--- config.mk ---
export PLATFORM = sky130hd
export DESIGN_NAME = decode_queue
export DESIGN_NICKNAME = d
export VERILOG_FILES = /design/src/rtl/decode_queue.sv
export SDC_FILE = /design/constraint.sdc
export NUM_CORES = 1
export LEC_CHECK = 0
export ABC_AREA = 1
export BUFFER_PORTS_ARGS = -buffer_cell sky130_fd_sc_hd__buf_4
export CAP_MARGIN = 20
export CELL_PAD_IN_SITES_DETAIL_PLACEMENT = 0
export CELL_PAD_IN_SITES_GLOBAL_PLACEMENT = 2
export CORE_MARGIN = 3
export CORE_UTILIZATION = 30
export CTS_CLUSTER_SIZE = 24
export DETAILED_ROUTE_END_ITERATION = 7
export PLACE_DENSITY = 0.86
export SLEW_MARGIN = 20
export SYNTH_ARGS = -nofsm -noshare
export SYNTH_HDL_FRONTEND = slang
export SYNTH_SLANG_ARGS = --single-unit
--- constraint.sdc ---
create_clock -name clk -period 2.72 [get_ports clk]
set_clock_uncertainty 0.15 [all_clocks]
set_input_delay 0.544 -clock clk [delete_from_list [all_inputs] [get_ports clk]]
set_output_delay 0.544 -clock clk [all_outputs]
set_load 0.02 [all_outputs]
--- src/rtl/decode_queue.sv ---
// decode_queue: registered RV32I decode stage.
// Raw instructions are decoded combinationally on accept and the decoded
// micro-ops are held in a small FIFO that dispatch drains with valid/ready.

`ifndef OpcodeLength
`define OpcodeLength 5
`define NOP   6'd0
`define LUI   6'd1
`define AUIPC 6'd2
`define JAL   6'd3
`define JALR  6'd4
`define BEQ   6'd5
`define BNE   6'd6
`define BLT   6'd7
`define BGE   6'd8
`define BLTU  6'd9
`define BGEU  6'd10
`define LB    6'd11
`define LH    6'd12
`define LW    6'd13
`define LBU   6'd14
`define LHU   6'd15
`define SB    6'd16
`define SH    6'd17
`define SW    6'd18
`define ADDI  6'd19
`define SLTI  6'd20
`define SLTIU 6'd21
`define XORI  6'd22
`define ORI   6'd23
`define ANDI  6'd24
`define SLLI  6'd25
`define SRLI  6'd26
`define SRAI  6'd27
`define ADD   6'd28
`define SUB   6'd29
`define SLL   6'd30
`define SLT   6'd31
`define SLTU  6'd32
`define XOR   6'd33
`define SRL   6'd34
`define SRA   6'd35
`define OR    6'd36
`define AND   6'd37
`endif

module decode_queue #(
    parameter int DEPTH = 2,
    parameter int XLEN  = 32,
    parameter int PC_W  = 32,
    parameter int REG_W = 5
) (
    input  logic                      clk,
    input  logic                      rst,
    input  logic                      flush,
    input  logic                      in_valid,
    output logic                      in_ready,
    input  logic [PC_W-1:0]           in_pc,
    input  logic [31:0]               in_instr,
    output logic                      out_valid,
    input  logic                      out_ready,
    output logic [PC_W-1:0]           out_pc,
    output logic [`OpcodeLength:0]    out_op,
    output logic [REG_W-1:0]          out_rd,
    output logic [REG_W-1:0]          out_rs1,
    output logic [REG_W-1:0]          out_rs2,
    output logic [XLEN-1:0]           out_imm,
    output logic                      out_use_rs1,
    output logic                      out_use_rs2,
    output logic                      out_is_sl,
    output logic                      out_is_br,
    output logic                      out_illegal
);

    localparam int OP_W  = `OpcodeLength + 1;
    localparam int PTR_W = $clog2(DEPTH);
    localparam int CNT_W = PTR_W + 1;
    localparam logic [CNT_W-1:0] FULL_CNT = CNT_W'(DEPTH);

    localparam logic [6:0] OPC_LUI    = 7'b0110111;
    localparam logic [6:0] OPC_AUIPC  = 7'b0010111;
    localparam logic [6:0] OPC_JAL    = 7'b1101111;
    localparam logic [6:0] OPC_JALR   = 7'b1100111;
    localparam logic [6:0] OPC_BRANCH = 7'b1100011;
    localparam logic [6:0] OPC_LOAD   = 7'b0000011;
    localparam logic [6:0] OPC_STORE  = 7'b0100011;
    localparam logic [6:0] OPC_OPIMM  = 7'b0010011;
    localparam logic [6:0] OPC_OP     = 7'b0110011;

    typedef struct packed {
        logic [PC_W-1:0]  pc;
        logic [OP_W-1:0]  op;
        logic [REG_W-1:0] rd;
        logic [REG_W-1:0] rs1;
        logic [REG_W-1:0] rs2;
        logic [XLEN-1:0]  imm;
        logic             use_rs1;
        logic             use_rs2;
        logic             is_sl;
        logic             is_br;
        logic             illegal;
    } entry_t;

    entry_t           mem_q [DEPTH];
    entry_t           mem_d [DEPTH];
    logic [PTR_W-1:0] head_q, head_d;
    logic [PTR_W-1:0] tail_q, tail_d;
    logic [CNT_W-1:0] count_q, count_d;

    entry_t           dec;
    entry_t           head_e;
    logic             legal;
    logic             accept;
    logic             pop;

    logic [6:0]       opcode;
    logic [2:0]       funct3;
    logic [6:0]       funct7;
    logic [REG_W-1:0] rd_f, rs1_f, rs2_f;
    logic [XLEN-1:0]  imm_i, imm_s, imm_b, imm_j, imm_u, imm_sh;

    assign opcode = in_instr[6:0];
    assign funct3 = in_instr[14:12];
    assign funct7 = in_instr[31:25];
    assign rd_f   = REG_W'(in_instr[11:7]);
    assign rs1_f  = REG_W'(in_instr[19:15]);
    assign rs2_f  = REG_W'(in_instr[24:20]);

    assign imm_i  = XLEN'($signed(in_instr[31:20]));
    assign imm_s  = XLEN'($signed({in_instr[31:25], in_instr[11:7]}));
    assign imm_b  = XLEN'($signed({in_instr[31], in_instr[7], in_instr[30:25],
                                   in_instr[11:8], 1'b0}));
    assign imm_j  = XLEN'($signed({in_instr[31], in_instr[19:12], in_instr[20],
                                   in_instr[30:21], 1'b0}));
    assign imm_u  = XLEN'({in_instr[31:12], 12'b0});
    assign imm_sh = XLEN'(in_instr[24:20]);

    // Decode the offered instruction; anything undecodable collapses to a bare illegal marker.
    always_comb begin
        dec    = '0;
        dec.pc = in_pc;
        legal  = 1'b1;
        case (opcode)
            OPC_LUI: begin
                dec.op  = `LUI;
                dec.rd  = rd_f;
                dec.imm = imm_u;
            end
            OPC_AUIPC: begin
                dec.op  = `AUIPC;
                dec.rd  = rd_f;
                dec.imm = imm_u;
            end
            OPC_JAL: begin
                dec.op    = `JAL;
                dec.rd    = rd_f;
                dec.imm   = imm_j;
                dec.is_br = 1'b1;
            end
            OPC_JALR: begin
                dec.op      = `JALR;
                dec.rd      = rd_f;
                dec.rs1     = rs1_f;
                dec.use_rs1 = 1'b1;
                dec.imm     = imm_i;
                dec.is_br   = 1'b1;
                if (funct3 != 3'b000) legal = 1'b0;
            end
            OPC_BRANCH: begin
                dec.rs1     = rs1_f;
                dec.rs2     = rs2_f;
                dec.use_rs1 = 1'b1;
                dec.use_rs2 = 1'b1;
                dec.imm     = imm_b;
                dec.is_br   = 1'b1;
                case (funct3)
                    3'b000:  dec.op = `BEQ;
                    3'b001:  dec.op = `BNE;
                    3'b100:  dec.op = `BLT;
                    3'b101:  dec.op = `BGE;
                    3'b110:  dec.op = `BLTU;
                    3'b111:  dec.op = `BGEU;
                    default: legal  = 1'b0;
                endcase
            end
            OPC_LOAD: begin
                dec.rd      = rd_f;
                dec.rs1     = rs1_f;
                dec.use_rs1 = 1'b1;
                dec.imm     = imm_i;
                dec.is_sl   = 1'b1;
                case (funct3)
                    3'b000:  dec.op = `LB;
                    3'b001:  dec.op = `LH;
                    3'b010:  dec.op = `LW;
                    3'b100:  dec.op = `LBU;
                    3'b101:  dec.op = `LHU;
                    default: legal  = 1'b0;
                endcase
            end
            OPC_STORE: begin
                dec.rs1     = rs1_f;
                dec.rs2     = rs2_f;
                dec.use_rs1 = 1'b1;
                dec.use_rs2 = 1'b1;
                dec.imm     = imm_s;
                dec.is_sl   = 1'b1;
                case (funct3)
                    3'b000:  dec.op = `SB;
                    3'b001:  dec.op = `SH;
                    3'b010:  dec.op = `SW;
                    default: legal  = 1'b0;
                endcase
            end
            OPC_OPIMM: begin
                dec.rd      = rd_f;
                dec.rs1     = rs1_f;
                dec.use_rs1 = 1'b1;
                dec.imm     = imm_i;
                case (funct3)
                    3'b000: dec.op = `ADDI;
                    3'b010: dec.op = `SLTI;
                    3'b011: dec.op = `SLTIU;
                    3'b100: dec.op = `XORI;
                    3'b110: dec.op = `ORI;
                    3'b111: dec.op = `ANDI;
                    3'b001: begin
                        dec.imm = imm_sh;
                        dec.op  = `SLLI;
                        if (funct7 != 7'b0000000) legal = 1'b0;
                    end
                    3'b101: begin
                        dec.imm = imm_sh;
                        if (funct7 == 7'b0000000)      dec.op = `SRLI;
                        else if (funct7 == 7'b0100000) dec.op = `SRAI;
                        else                           legal  = 1'b0;
                    end
                endcase
            end
            OPC_OP: begin
                dec.rd      = rd_f;
                dec.rs1     = rs1_f;
                dec.rs2     = rs2_f;
                dec.use_rs1 = 1'b1;
                dec.use_rs2 = 1'b1;
                if (funct7 == 7'b0000000) begin
                    case (funct3)
                        3'b000: dec.op = `ADD;
                        3'b001: dec.op = `SLL;
                        3'b010: dec.op = `SLT;
                        3'b011: dec.op = `SLTU;
                        3'b100: dec.op = `XOR;
                        3'b101: dec.op = `SRL;
                        3'b110: dec.op = `OR;
                        3'b111: dec.op = `AND;
                    endcase
                end else if (funct7 == 7'b0100000 && funct3 == 3'b000) begin
                    dec.op = `SUB;
                end else if (funct7 == 7'b0100000 && funct3 == 3'b101) begin
                    dec.op = `SRA;
                end else begin
                    legal = 1'b0;
                end
            end
            default: legal = 1'b0;
        endcase
        if (!legal) begin
            dec         = '0;
            dec.pc      = in_pc;
            dec.illegal = 1'b1;
        end
    end

    assign in_ready  = (count_q != FULL_CNT);
    assign out_valid = (count_q != '0);
    assign accept    = in_valid & in_ready;
    assign pop       = out_valid & out_ready;

    // Next-state of the FIFO: flush empties it, otherwise push at tail and pop at head.
    always_comb begin
        mem_d   = mem_q;
        head_d  = head_q;
        tail_d  = tail_q;
        count_d = count_q;
        if (flush) begin
            head_d  = '0;
            tail_d  = '0;
            count_d = '0;
        end else begin
            if (accept) begin
                mem_d[tail_q] = dec;
                tail_d        = tail_q + 1'b1;
            end
            if (pop) begin
                head_d = head_q + 1'b1;
            end
            case ({accept, pop})
                2'b10:   count_d = count_q + 1'b1;
                2'b01:   count_d = count_q - 1'b1;
                default: count_d = count_q;
            endcase
        end
    end

    // State registers; reset also clears storage so an empty queue never shows X.
    always_ff @(posedge clk) begin
        if (rst) begin
            mem_q   <= '{default: '0};
            head_q  <= '0;
            tail_q  <= '0;
            count_q <= '0;
        end else begin
            mem_q   <= mem_d;
            head_q  <= head_d;
            tail_q  <= tail_d;
            count_q <= count_d;
        end
    end

    assign head_e      = mem_q[head_q];
    assign out_pc      = head_e.pc;
    assign out_op      = head_e.op;
    assign out_rd      = head_e.rd;
    assign out_rs1     = head_e.rs1;
    assign out_rs2     = head_e.rs2;
    assign out_imm     = head_e.imm;
    assign out_use_rs1 = head_e.use_rs1;
    assign out_use_rs2 = head_e.use_rs2;
    assign out_is_sl   = head_e.is_sl;
    assign out_is_br   = head_e.is_br;
    assign out_illegal = head_e.illegal;

endmodule

Word level (Yosys, flattened, before mapping):

Memory sizes are Yosys's and may differ from the RTL's.
Cells that the tools add are included.

* bits in registers: 184
* bits in read-only memories: 48
* output and inout port bits: 92
* word-level logic and storage cells: 120
* memories kept: 1

Memories
* (name not given): depth 8, bits a word 6, read ports 1, clocked after memory_dff 0, wr ports 0, RTL line 247 `case (funct3)`

* add/sub/neg operators: 4
* magnitude comparators: 3
* equal/unequal tests: 20
* multiplexer cells: 39
* bitwise logic cells: 5
* reduce and logical (&&, ||, !) cells: 23

Operators by type and width (count)
* $mux 90: 4
* $pmux 32 s6: 1
* $bwmux 180: 1
* $demux 90 s1: 1
* $mux 58: 1
* $pmux 6 s9: 1
* $pmux 6 s8: 1
* $mux 32: 1
* $eq 7x6->1 const B: 4
* $mux 5: 5
* $pmux 4 s6: 1
* $eq 7x7->1 const B: 3
* $pmux 4 s5: 1
* $mux 6: 3
* $pmux 5 s3: 1
* $eq 7x5->1 const B: 2
* $mux 1: 14
* $eq 3x3->1 const B: 4
* $reduce_or 3->1: 4
* $reduce_or 6->1: 2
* $reduce_or 2->1: 5
* $eq 7x2->1 const B: 1
* $logic_not 7->1: 1
* $pmux 1 s7: 1
* 23 further kinds: 31

Depth between registers and ports, before layout:

Gate-level depths: netlist of the first run.

* depth after elaboration: 8
* gate-level depth with buffers: 13
* mapped depth without buffers: 12

Worst setup path before layout of the first run:

OpenSTA, ideal clock, no wires.

* kind: input-to-reg
* start point: in in_instr[13]
* end point: reg mem_q[20] (netlist bit)
* setup time: 67 ps
* arrival: 1898 ps
* data required time: 2503 ps
* path slack: 605 ps
* stages on the path: 13
* buffers on the path: 1
* cell sequence: inv_1 > ha_1 > nand2_1 > inv_2 > nand2_1 > nor2_2 > nor2_1 > nand2_1 > nand2_1 > nand4_4 > buf_12 > nand2_4 > a21oi_2

* word-level cells in the longest chain between the ends: 8
* elaborated cells between the ends (all ways): 27

RTL lines
* start: declaration: RTL line 59 `input logic [31:0] in_instr,`
* $eq 3x3->1
* $logic_and 1x1->1: RTL line 259 `end else if (funct7 == 7'b0100000 && funct3 == 3'b101) begin`
* $mux 1: RTL line 259
* $mux 1: RTL line 257 `end else if (funct7 == 7'b0100000 && funct3 == 3'b000) begin`
* $mux 1: RTL line 246 `if (funct7 == 7'b0000000) begin`
* $pmux 1 s7: RTL line 143 `case (opcode)`
* $mux 58 *: RTL line 267 `if (!legal) begin`
* $bwmux 180 *: RTL line 291 `mem_d[tail_q] = dec;`
* end signal: assignment: RTL line 313 `mem_q <= mem_d;`
* end: declaration: RTL line 104 `entry_t mem_q [DEPTH];`

Mark *: on every way between the ends. The rest lies on a longest branch, timed or not.
A chain may end at the register's enable or synchronous reset.

Worst setup path after layout of the first run:

* start point: reg head_q
* end point: out out_imm[11]

* word-level cells in the longest chain between the ends: 4

RTL lines
* start: declaration: RTL line 106 `logic [PTR_W-1:0] head_q, head_d;`
* start signal: assignment: RTL line 309 `head_q <= '0;`
* start signal: assignment: RTL line 314 `head_q <= head_d;`
* $not 1->2 (not written as such): RTL line 320 `assign head_e = mem_q[head_q];`
* $mux 90 (not written as such) (3 in a row): RTL line 320
* end: declaration: RTL line 67 `output logic [XLEN-1:0] out_imm,`

No other way between the ends. The select of a mux whose other input is x is not followed.

==> results of run 1 <==
cells in the final DEF (no fill, tap or decap), types with 2 or more instances in the layout:
cell type and n:
sky130_fd_sc_hd__nor2_2 6, sky130_fd_sc_hd__ha_1 6, sky130_fd_sc_hd__a21oi_1 134, sky130_fd_sc_hd__buf_12 8, sky130_fd_sc_hd__dfxtp_1 183, sky130_fd_sc_hd__clkinv_4 2, sky130_fd_sc_hd__nor2_1 108, sky130_fd_sc_hd__buf_4 184
sky130_fd_sc_hd__nand3b_1 3, sky130_fd_sc_hd__nand3_1 49, sky130_fd_sc_hd__o21ai_0 229, sky130_fd_sc_hd__inv_8 6, sky130_fd_sc_hd__nor2_4 2, sky130_fd_sc_hd__nor3_4 2, sky130_fd_sc_hd__a21oi_2 20, sky130_fd_sc_hd__clkbuf_16 17
sky130_fd_sc_hd__nand4_1 16, sky130_fd_sc_hd__nand2_2 14, sky130_fd_sc_hd__inv_1 77, sky130_fd_sc_hd__o211ai_1 6, sky130_fd_sc_hd__nand2_4 11, sky130_fd_sc_hd__a31oi_1 2, sky130_fd_sc_hd__nand2_1 341, sky130_fd_sc_hd__nor3_1 3
sky130_fd_sc_hd__inv_2 8, sky130_fd_sc_hd__clkinv_8 3
sequential cells by signal, summed over array words and instances, names as in the netlist:
name / flops
count_q: 2
head_q: 1
mem_q: 180
tail_q: 1
worst paths after layout:
check                                              from                      end  slack (ns)
worst max-delay path                head_q$_SDFFE_PP0P_              out_imm[11]        0.21
worst min-delay path                           in_pc[9]   mem_q[67]$_SDFFE_PP0P_        0.19
worst max register to register  count_q[0]$_SDFFE_PP0P_    mem_q[2]$_SDFFE_PP0P_        0.79
worst min register to register  mem_q[151]$_SDFFE_PP0P_  mem_q[151]$_SDFFE_PP0P_        0.30
layout make-up:
class	instances	area, um2
well taps	384	480.5
clock inverters	14	180.2
flip-flops and latches	184	3687
multi-input cells	959	4568
clock buffers	18	439.2
inverters	87	329.1
repair buffers	192	1541
fillers	3183	17940
cell families after synthesis:
group | count (synthesis) | share of synthesized area [%]
AOI/OAI and AO/OA | 397 | 23.26
adders and majority gates | 6 | 0.8318
buffers and inverters | 181 | 8.568
DFF | 184 | 40.82
and+or+nand+nor | 556 | 26.52
layer usage:
| layer | track usage [%] | wire, um | up-vias |
|---|---|---|---|
| met5 | 0 | 0 | - |
| met4 | 4.301 | 364 | 0 |
| met3 | 3.011 | 1101 | 21 |
| met2 | 25.73 | 12580 | 188 |
| met1 | 25.36 | 14360 | 4011 |
| li1 | - | - | 4582 |
critical path, stage by stage (launching register included):
cell and delay (ns):
sky130_fd_sc_hd__dfxtp_4 0.37, sky130_fd_sc_hd__inv_2 0.18, sky130_fd_sc_hd__buf_4 0.43, sky130_fd_sc_hd__nand2_1 0.09, sky130_fd_sc_hd__nand2_1 0.14, sky130_fd_sc_hd__buf_4 0.16
stage by stage:
stage	instances	instance area [um2]	util [%]	setup slack, ns
2_1_floorplan	1324	9025	-	0.6051
3_3_place_gp	1806	10610	36.36	0.2658
3_5_place_dp	1806	10610	36.36	0.1915
4_1_cts	1838	11230	38.49	0.1335
5_1_grt	1838	11230	38.49	0.07302
6_report	1838	11230	38.49	0.2052
report_power, final:
part	switching (W)	internal, W
logic	0.000552	0.000330
clock network	0.00121	0.00135
registers	0.0000473	0.00281
total	0.00181	0.00450
==> flow_summary.html, run 1 <==
<table>
<tr><th>Metric</th><th>Value</th></tr>
<tr><th colspan="2">Synth</th></tr>
<tr><td>Top post-synthesis cells by count</td><td>341 x sky130_fd_sc_hd__nand2_1, 229 x sky130_fd_sc_hd__o21ai_0, 184 x sky130_fd_sc_hd__dfxtp_1, 134 x sky130_fd_sc_hd__a21oi_1, 108 x sky130_fd_sc_hd__nor2_1</td></tr>
<tr><td>Netlist cell types</td><td>32</td></tr>
<tr><td>Number of storage elements in the synthesis netlist</td><td>approximately 180</td></tr>
<tr><td>Top-area cell type share of the netlist area</td><td>40.82%</td></tr>
<tr><td>Leading area contributor after synthesis</td><td>sky130_fd_sc_hd__dfxtp_1</td></tr>
<tr><td>Cell with the most instances after synthesis</td><td>sky130_fd_sc_hd__nand2_1</td></tr>
<tr><td>EDFF count, synth</td><td>0</td></tr>
<tr><td>Main area contributors after synthesis</td><td>sky130_fd_sc_hd__dfxtp_1 41%, sky130_fd_sc_hd__nand2_1 14%, sky130_fd_sc_hd__o21ai_0 13%</td></tr>
<tr><td>Primary FF master, synth</td><td>sky130_fd_sc_hd__dfxtp_1</td></tr>
<tr><td>Seq/Total Area, Yosys</td><td>40.82%</td></tr>
<tr><td>Mean Syn Cell Area</td><td>6.816 um2</td></tr>
<tr><td>Cell Area, Synth</td><td>9025 um2</td></tr>
<tr><td>Post-Synthesis Cells</td><td>between 1000 and 1500</td></tr>
<tr><td>Post-synth net total</td><td>1399</td></tr>
<tr><td>Share of async-settable or async-resettable flops after synthesis</td><td>0%</td></tr>
<tr><td>Synthesis warning total</td><td>0</td></tr>
<tr><th colspan="2">Clock network</th></tr>
<tr><td>Clock tree from TritonCTS</td><td>yes</td></tr>
<tr><td>Number of buffers inserted to repair setup after CTS</td><td>0</td></tr>
<tr><td>Resize count post-CTS</td><td>0</td></tr>
<tr><td>Clock transition at the registers of the reported paths</td><td>around 0.080 ns</td></tr>
<tr><td>Bufs on Longest Clock Path</td><td>2</td></tr>
<tr><td>CTS hold repair buffers</td><td>0</td></tr>
<tr><td>Clock sink count</td><td>between 150 and 200</td></tr>
<tr><td>Total clock buffers created by CTS</td><td>17</td></tr>
<tr><td>H-tree levels</td><td>4</td></tr>
<tr><td>Clock latency on the worst-skew pair</td><td>0.42 ns</td></tr>
<tr><td>Root Buffer Master</td><td>sky130_fd_sc_hd__clkbuf_16</td></tr>
<tr><th colspan="2">Routing</th></tr>
<tr><td>1st-pass router iterations</td><td>5</td></tr>
<tr><td>DRT iter0 DRCs</td><td>664</td></tr>
<tr><td>Routed wire per std cell</td><td>approximately 15 um</td></tr>
<tr><td>Routed vias</td><td>slightly below 9000</td></tr>
<tr><td>Routed vias/inst</td><td>4.789</td></tr>
<tr><td>Count of unresolved DRC violations after routing</td><td>0</td></tr>
<tr><td>Total Routed Length</td><td>28400 um</td></tr>
<tr><td>Antenna violation net count after detailed routing</td><td>0</td></tr>
<tr><th colspan="2">Worst setup path</th></tr>
<tr><td>Depth of the worst register-to-register path</td><td>8</td></tr>
<tr><td>Nature of the critical path startpoint</td><td>flip-flop</td></tr>
<tr><td>Critical-path maximum fanout</td><td>35</td></tr>
<tr><td>Required time reported for the critical path endpoint</td><td>2.03 ns</td></tr>
<tr><td>Crit Path Class</td><td>flip-flop to output pin</td></tr>
<tr><td>Capturing element type of the critical path</td><td>output pin</td></tr>
<tr><td>Worst path arrival time</td><td>between 1.5 and 2 ns</td></tr>
<tr><th colspan="2">Die</th></tr>
<tr><td>Number of placement rows</td><td>between 60 and 70</td></tr>
<tr><td>Ports placed on the boundary</td><td>roughly 160</td></tr>
<tr><td>Area of the die</td><td>32200 um2</td></tr>
<tr><td>Die outline width</td><td>179.4 um</td></tr>
<tr><td>Die Y</td><td>179.4 um</td></tr>
<tr><td>Initial cell density of the core</td><td>30.94%</td></tr>
<tr><td>Placeable core area</td><td>29170 um2</td></tr>
<tr><th colspan="2">Place</th></tr>
<tr><td>Port Buffer Count</td><td>160</td></tr>
<tr><td>Placer congestion estimate</td><td>0.8997</td></tr>
<tr><td>HPWL after detailed placement</td><td>19690 um</td></tr>
<tr><th colspan="2">GRT</th></tr>
<tr><td>Initial antenna violation count</td><td>0</td></tr>
<tr><td>Overflow left after global routing</td><td>0</td></tr>
<tr><td>Vias in the first global route</td><td>around 8000</td></tr>
<tr><td>First-pass GRT wire length</td><td>45440 um</td></tr>
<tr><td>Maximum number of pins on one net before global-route repair</td><td>115</td></tr>
<tr><td>All-layer global routing usage</td><td>between 10% and 20%</td></tr>
<tr><th colspan="2">STA</th></tr>
<tr><td>Maximum frequency from static timing analysis</td><td>397.6 MHz</td></tr>
<tr><td>Slew @ Worst Pin</td><td>between 0.5 and 0.6 ns</td></tr>
<tr><td>Number of failing setup endpoints in the final timing report</td><td>0</td></tr>
<tr><td>Final total negative setup slack</td><td>0 ns</td></tr>
<tr><td>Final hold violations</td><td>0</td></tr>
<tr><td>Hold slack final</td><td>0.1911 ns</td></tr>
<tr><td>Shortest clock period the worst path allows after layout</td><td>2.515 ns</td></tr>
<tr><td>Post-route clock period utilization</td><td>92.46%</td></tr>
<tr><td>RSZ-0062 raised after global routing</td><td>false</td></tr>
<tr><td>Count of pins over their slew limit</td><td>0</td></tr>
<tr><td>Relative slew margins</td><td>61.06%</td></tr>
<tr><th colspan="2">Finish</th></tr>
<tr><td>Share of post-route cells with drive strength above 1</td><td>20.01%</td></tr>
<tr><td>Ant diodes</td><td>0</td></tr>
<tr><td>Total number of nets in the final design</td><td>1516</td></tr>
<tr><td>Growth of design area from synthesis to finish</td><td>24.39%</td></tr>
<tr><th colspan="2">Run</th></tr>
<tr><td>MaxCap Viol Count</td><td>0</td></tr>
<tr><th colspan="2">Hold path</th></tr>
<tr><td>Number of cells on the worst hold path</td><td>3</td></tr>
<tr><td>Worst hold path type</td><td>primary input to flip-flop</td></tr>
<tr><th colspan="2">Run status</th></tr>
<tr><td>Status</td><td>completed</td></tr>
<tr><th colspan="2">Pwr</th></tr>
<tr><td>Sum of internal, switching and leakage power</td><td>0.006310 W</td></tr>
<tr><td>Largest voltage drop on the vdd net</td><td>about 430 uV</td></tr>
<tr><td>Leakage</td><td>roughly 5.2 nW</td></tr>
<tr><td>Pwr Density</td><td>562.1 nW/um2</td></tr>
</table>
No activity file was read; power rests on OpenSTA's default activity.
==> run 2, diff against run 1 <==
--- a/config.mk
+++ b/config.mk
@@ -11,10 +11,10 @@
 export CELL_PAD_IN_SITES_DETAIL_PLACEMENT = 0
 export CELL_PAD_IN_SITES_GLOBAL_PLACEMENT = 2
 export CORE_MARGIN = 3
-export CORE_UTILIZATION = 30
+export CORE_UTILIZATION = 31
 export CTS_CLUSTER_SIZE = 24
 export DETAILED_ROUTE_END_ITERATION = 7
-export PLACE_DENSITY = 0.86
+export PLACE_DENSITY = 0.89
 export SLEW_MARGIN = 20
 export SYNTH_ARGS = -nofsm -noshare
 export SYNTH_HDL_FRONTEND = slang
==> flow_summary.html, run 2 (synthesis results as in run 1) <==
<table>
<tr><th>Metric</th><th>Value</th></tr>
<tr><th colspan="2">Die</th></tr>
<tr><td>Placeable core area</td><td>28240 um2 (-3.2%)</td></tr>
<tr><td>Die outline width</td><td>176.6 um (-1.6%)</td></tr>
<tr><td>Area of the die</td><td>31200 um2 (-3.1%)</td></tr>
<tr><td>Die Y</td><td>176.6 um (-1.6%)</td></tr>
<tr><td>Number of placement rows</td><td>61 (-1.6%)</td></tr>
<tr><td>Ports placed on the boundary</td><td>161 (unchanged)</td></tr>
<tr><td>Initial cell density of the core</td><td>31.96% (+1.0 points)</td></tr>
<tr><th colspan="2">Clock network</th></tr>
<tr><td>Clock sink count</td><td>184 (unchanged)</td></tr>
<tr><td>Resize count post-CTS</td><td>0 (unchanged)</td></tr>
<tr><td>Root Buffer Master</td><td>sky130_fd_sc_hd__clkbuf_16</td></tr>
<tr><td>Clock tree from TritonCTS</td><td>yes</td></tr>
<tr><td>Clock latency on the worst-skew pair</td><td>0.42 ns (about the same)</td></tr>
<tr><td>H-tree levels</td><td>4 (unchanged)</td></tr>
<tr><td>Total clock buffers created by CTS</td><td>17 (unchanged)</td></tr>
<tr><td>CTS hold repair buffers</td><td>0 (unchanged)</td></tr>
<tr><td>Bufs on Longest Clock Path</td><td>2 (unchanged)</td></tr>
<tr><td>Clock transition at the registers of the reported paths</td><td>0.07 ns (about the same)</td></tr>
<tr><td>Number of buffers inserted to repair setup after CTS</td><td>0 (unchanged)</td></tr>
<tr><th colspan="2">Routing</th></tr>
<tr><td>Routed vias/inst</td><td>4.875 (+1.8%)</td></tr>
<tr><td>Routed wire per std cell</td><td>15.41 um (-0.30%)</td></tr>
<tr><td>Routed vias</td><td>8926 (+1.4%)</td></tr>
<tr><td>Antenna violation net count after detailed routing</td><td>0 (unchanged)</td></tr>
<tr><td>DRT iter0 DRCs</td><td>767 (+16%)</td></tr>
<tr><td>Total Routed Length</td><td>28210 um (-0.68%)</td></tr>
<tr><td>Count of unresolved DRC violations after routing</td><td>0 (unchanged)</td></tr>
<tr><td>1st-pass router iterations</td><td>8 (+3)</td></tr>
<tr><th colspan="2">GRT</th></tr>
<tr><td>GRT met3 Usage</td><td>2.638% (-0.37 points)</td></tr>
<tr><td>Overflow left after global routing</td><td>0 (unchanged)</td></tr>
<tr><td>GR met2 Demand/Resource</td><td>27.03% (+1.3 points)</td></tr>
<tr><td>All-layer global routing usage</td><td>17.88% (+0.77 points)</td></tr>
<tr><td>First-pass GRT wire length</td><td>44930 um (-1.1%)</td></tr>
<tr><td>Maximum number of pins on one net before global-route repair</td><td>124 (+7.8%)</td></tr>
<tr><td>GR Layer Usage met1</td><td>27.02% (+1.7 points)</td></tr>
<tr><td>Busiest layer in global routing</td><td>met2</td></tr>
<tr><td>Vias in the first global route</td><td>8004 (-0.52%)</td></tr>
<tr><td>Initial antenna violation count</td><td>0 (unchanged)</td></tr>
<tr><th colspan="2">STA</th></tr>
<tr><td>RSZ-0062 raised after global routing</td><td>false</td></tr>
<tr><td>Number of failing setup endpoints in the final timing report</td><td>0 (unchanged)</td></tr>
<tr><td>Slew @ Worst Pin</td><td>0.6196 ns (+0.03550 ns)</td></tr>
<tr><td>Maximum frequency from static timing analysis</td><td>385.3 MHz (-3.1%)</td></tr>
<tr><td>Shortest clock period the worst path allows after layout</td><td>2.595 ns (+0.08060 ns)</td></tr>
<tr><td>Final hold violations</td><td>0 (unchanged)</td></tr>
<tr><td>Relative slew margins</td><td>58.63% (-2.4 points)</td></tr>
<tr><td>Post-route clock period utilization</td><td>95.42% (+3.0 points)</td></tr>
<tr><td>Count of pins over their slew limit</td><td>0 (unchanged)</td></tr>
<tr><td>Final total negative setup slack</td><td>0 ns (unchanged)</td></tr>
<tr><th colspan="2">Pwr</th></tr>
<tr><td>Design internal power</td><td>0.004391 W (-2.4%)</td></tr>
<tr><td>Leakage</td><td>5.147 nW (about the same)</td></tr>
<tr><td>Portion of total power attributed to sequential cells</td><td>46.5% (+1.1 points)</td></tr>
<tr><td>Pwr Density</td><td>548.8 nW/um2 (-2.4%)</td></tr>
<tr><td>Power share of the combinational group</td><td>14.4% (+0.4 points)</td></tr>
<tr><td>Largest voltage drop on the vdd net</td><td>440.7 uV (+2.8%)</td></tr>
<tr><td>Switching share of power</td><td>28.60% (-0.082 points)</td></tr>
<tr><td>Net switching power of the design</td><td>0.001759 W (-2.8%)</td></tr>
<tr><td>Part of the total power dissipated in the clock network</td><td>39.1% (-1.5 points)</td></tr>
<tr><th colspan="2">Worst setup path</th></tr>
<tr><td>Cell Chain, Critical Path</td><td>inv_2 -&gt; buf_12 -&gt; nand2_1 -&gt; nand2_1 -&gt; buf_4</td></tr>
<tr><td>Required time reported for the critical path endpoint</td><td>2.03 ns (about the same)</td></tr>
<tr><td>Nature of the critical path startpoint</td><td>flip-flop</td></tr>
<tr><td>Critical-path maximum fanout</td><td>32 (-8.6%)</td></tr>
<tr><td>Worst path arrival time</td><td>1.90 ns (+0.08 ns)</td></tr>
<tr><td>Largest stage delay on the critical path</td><td>0.45 ns (+0.02 ns)</td></tr>
<tr><td>Most frequent cell on the critical path</td><td>sky130_fd_sc_hd__nand2_1</td></tr>
<tr><td>Capturing element type of the critical path</td><td>output pin</td></tr>
<tr><td>Crit Path Class</td><td>flip-flop to output pin</td></tr>
<tr><td>Worst-path cell with the longest stage delay</td><td>sky130_fd_sc_hd__inv_2</td></tr>
<tr><th colspan="2">Finish</th></tr>
<tr><td>Top Registers</td><td>mem_q: 180 flops, count_q: 2 flops</td></tr>
<tr><td>Total number of nets in the final design</td><td>1515 (-0.066%)</td></tr>
<tr><td>Register with the most flip-flops</td><td>mem_q</td></tr>
<tr><td>Most common library cell in the layout ignoring fill and taps</td><td>sky130_fd_sc_hd__nand2_1</td></tr>
<tr><td>Finished layout cell area</td><td>11210 um2 (-0.17%)</td></tr>
<tr><td>Growth of design area from synthesis to finish</td><td>24.18%</td></tr>
<tr><td>Ant diodes</td><td>0 (unchanged)</td></tr>
<tr><td>Most frequent cells in the layout</td><td>341 x sky130_fd_sc_hd__nand2_1, 229 x sky130_fd_sc_hd__o21ai_0, 183 x sky130_fd_sc_hd__dfxtp_1, 179 x sky130_fd_sc_hd__buf_4, 134 x sky130_fd_sc_hd__a21oi_1</td></tr>
<tr><td>Max FFs per register</td><td>180 (unchanged)</td></tr>
<tr><td>Share of post-route cells with drive strength above 1</td><td>19.96% (-0.055 points)</td></tr>
<tr><th colspan="2">Place</th></tr>
<tr><td>HPWL after detailed placement</td><td>19460 um (-1.2%)</td></tr>
<tr><td>Placed inst area</td><td>10640 um2 (+0.32%)</td></tr>
<tr><td>Port Buffer Count</td><td>160 (unchanged)</td></tr>
<tr><td>Placer congestion estimate</td><td>0.9015 (+0.20%)</td></tr>
<tr><th colspan="2">Run status</th></tr>
<tr><td>Status</td><td>completed</td></tr>
<tr><th colspan="2">Run</th></tr>
<tr><td>MaxCap Viol Count</td><td>0 (unchanged)</td></tr>
<tr><th colspan="2">Hold path</th></tr>
<tr><td>Worst hold path type</td><td>primary input to flip-flop</td></tr>
</table>
==> run 2: power groups by stage <==
stage          Combinational [W]  Clock (W)  Sequential (W)
6_report                0.000885    0.00240         0.00286
5_1_grt                 0.000982    0.00259         0.00288
4_1_cts                 0.000895    0.00247         0.00286
3_5_place_dp            0.000892          0         0.00292
3_3_place_gp            0.000891          0         0.00292
2_1_floorplan           0.000508          0         0.00291
==> run 2: through the flow <==
stage / total power [W] / std cells / hold slack, ns / utilization, % / setup WS [ns]
CTS: 0.006225 / 1831 / 0.1775 / 39.69 / 0.08930
finish: 0.006150 / 1831 / 0.1953 / 39.69 / 0.1246
floorplan: 0.003422 / 1324 / 0.2744 / - / 0.6051
detailed placement: 0.003817 / 1799 / 0.2887 / 37.68 / 0.08278
global route: 0.006448 / 1831 / 0.1851 / 39.69 / 0.03393
global placement: 0.003814 / 1799 / 0.2835 / 37.68 / 0.09397
==> run 2: worst max-delay path: cells and delay by family, from the launching register on <==
family | cells | cell delay (ns)
buf+inv | 3 | 0.90
simple gates | 2 | 0.20
flops | 1 | 0.36
==> run 2: final timing paths <==
check / start / end / depth (start not counted) / slack (ns)
worst max-delay path: head_q$_SDFFE_PP0P_ / out_rd[0] / 5 / 0.12
worst min-delay path: in_pc[20] / mem_q[78]$_SDFFE_PP0P_ / 3 / 0.20
worst max register to register: count_q[0]$_SDFFE_PP0P_ / mem_q[23]$_SDFFE_PP0P_ / 7 / 0.88
worst min register to register: mem_q[175]$_SDFFE_PP0P_ / mem_q[175]$_SDFFE_PP0P_ / 2 / 0.30
==> run 2: cell type report <==
class,instances,area [um2]
inverters,87,327.8
well taps,378,473.0
repair buffers,191,1584
multi-input cells,959,4568
flip-flops and latches,184,3687
clock inverters,14,127.6
fillers,3046,17030
clock buffers,18,439.2
==> run 2: routing by layer <==
layer	vias to the layer above	share of wire [%]
li1	4571	-
met1	4142	50
met2	194	44
met5	-	0
met3	19	4.6
met4	0	0.96
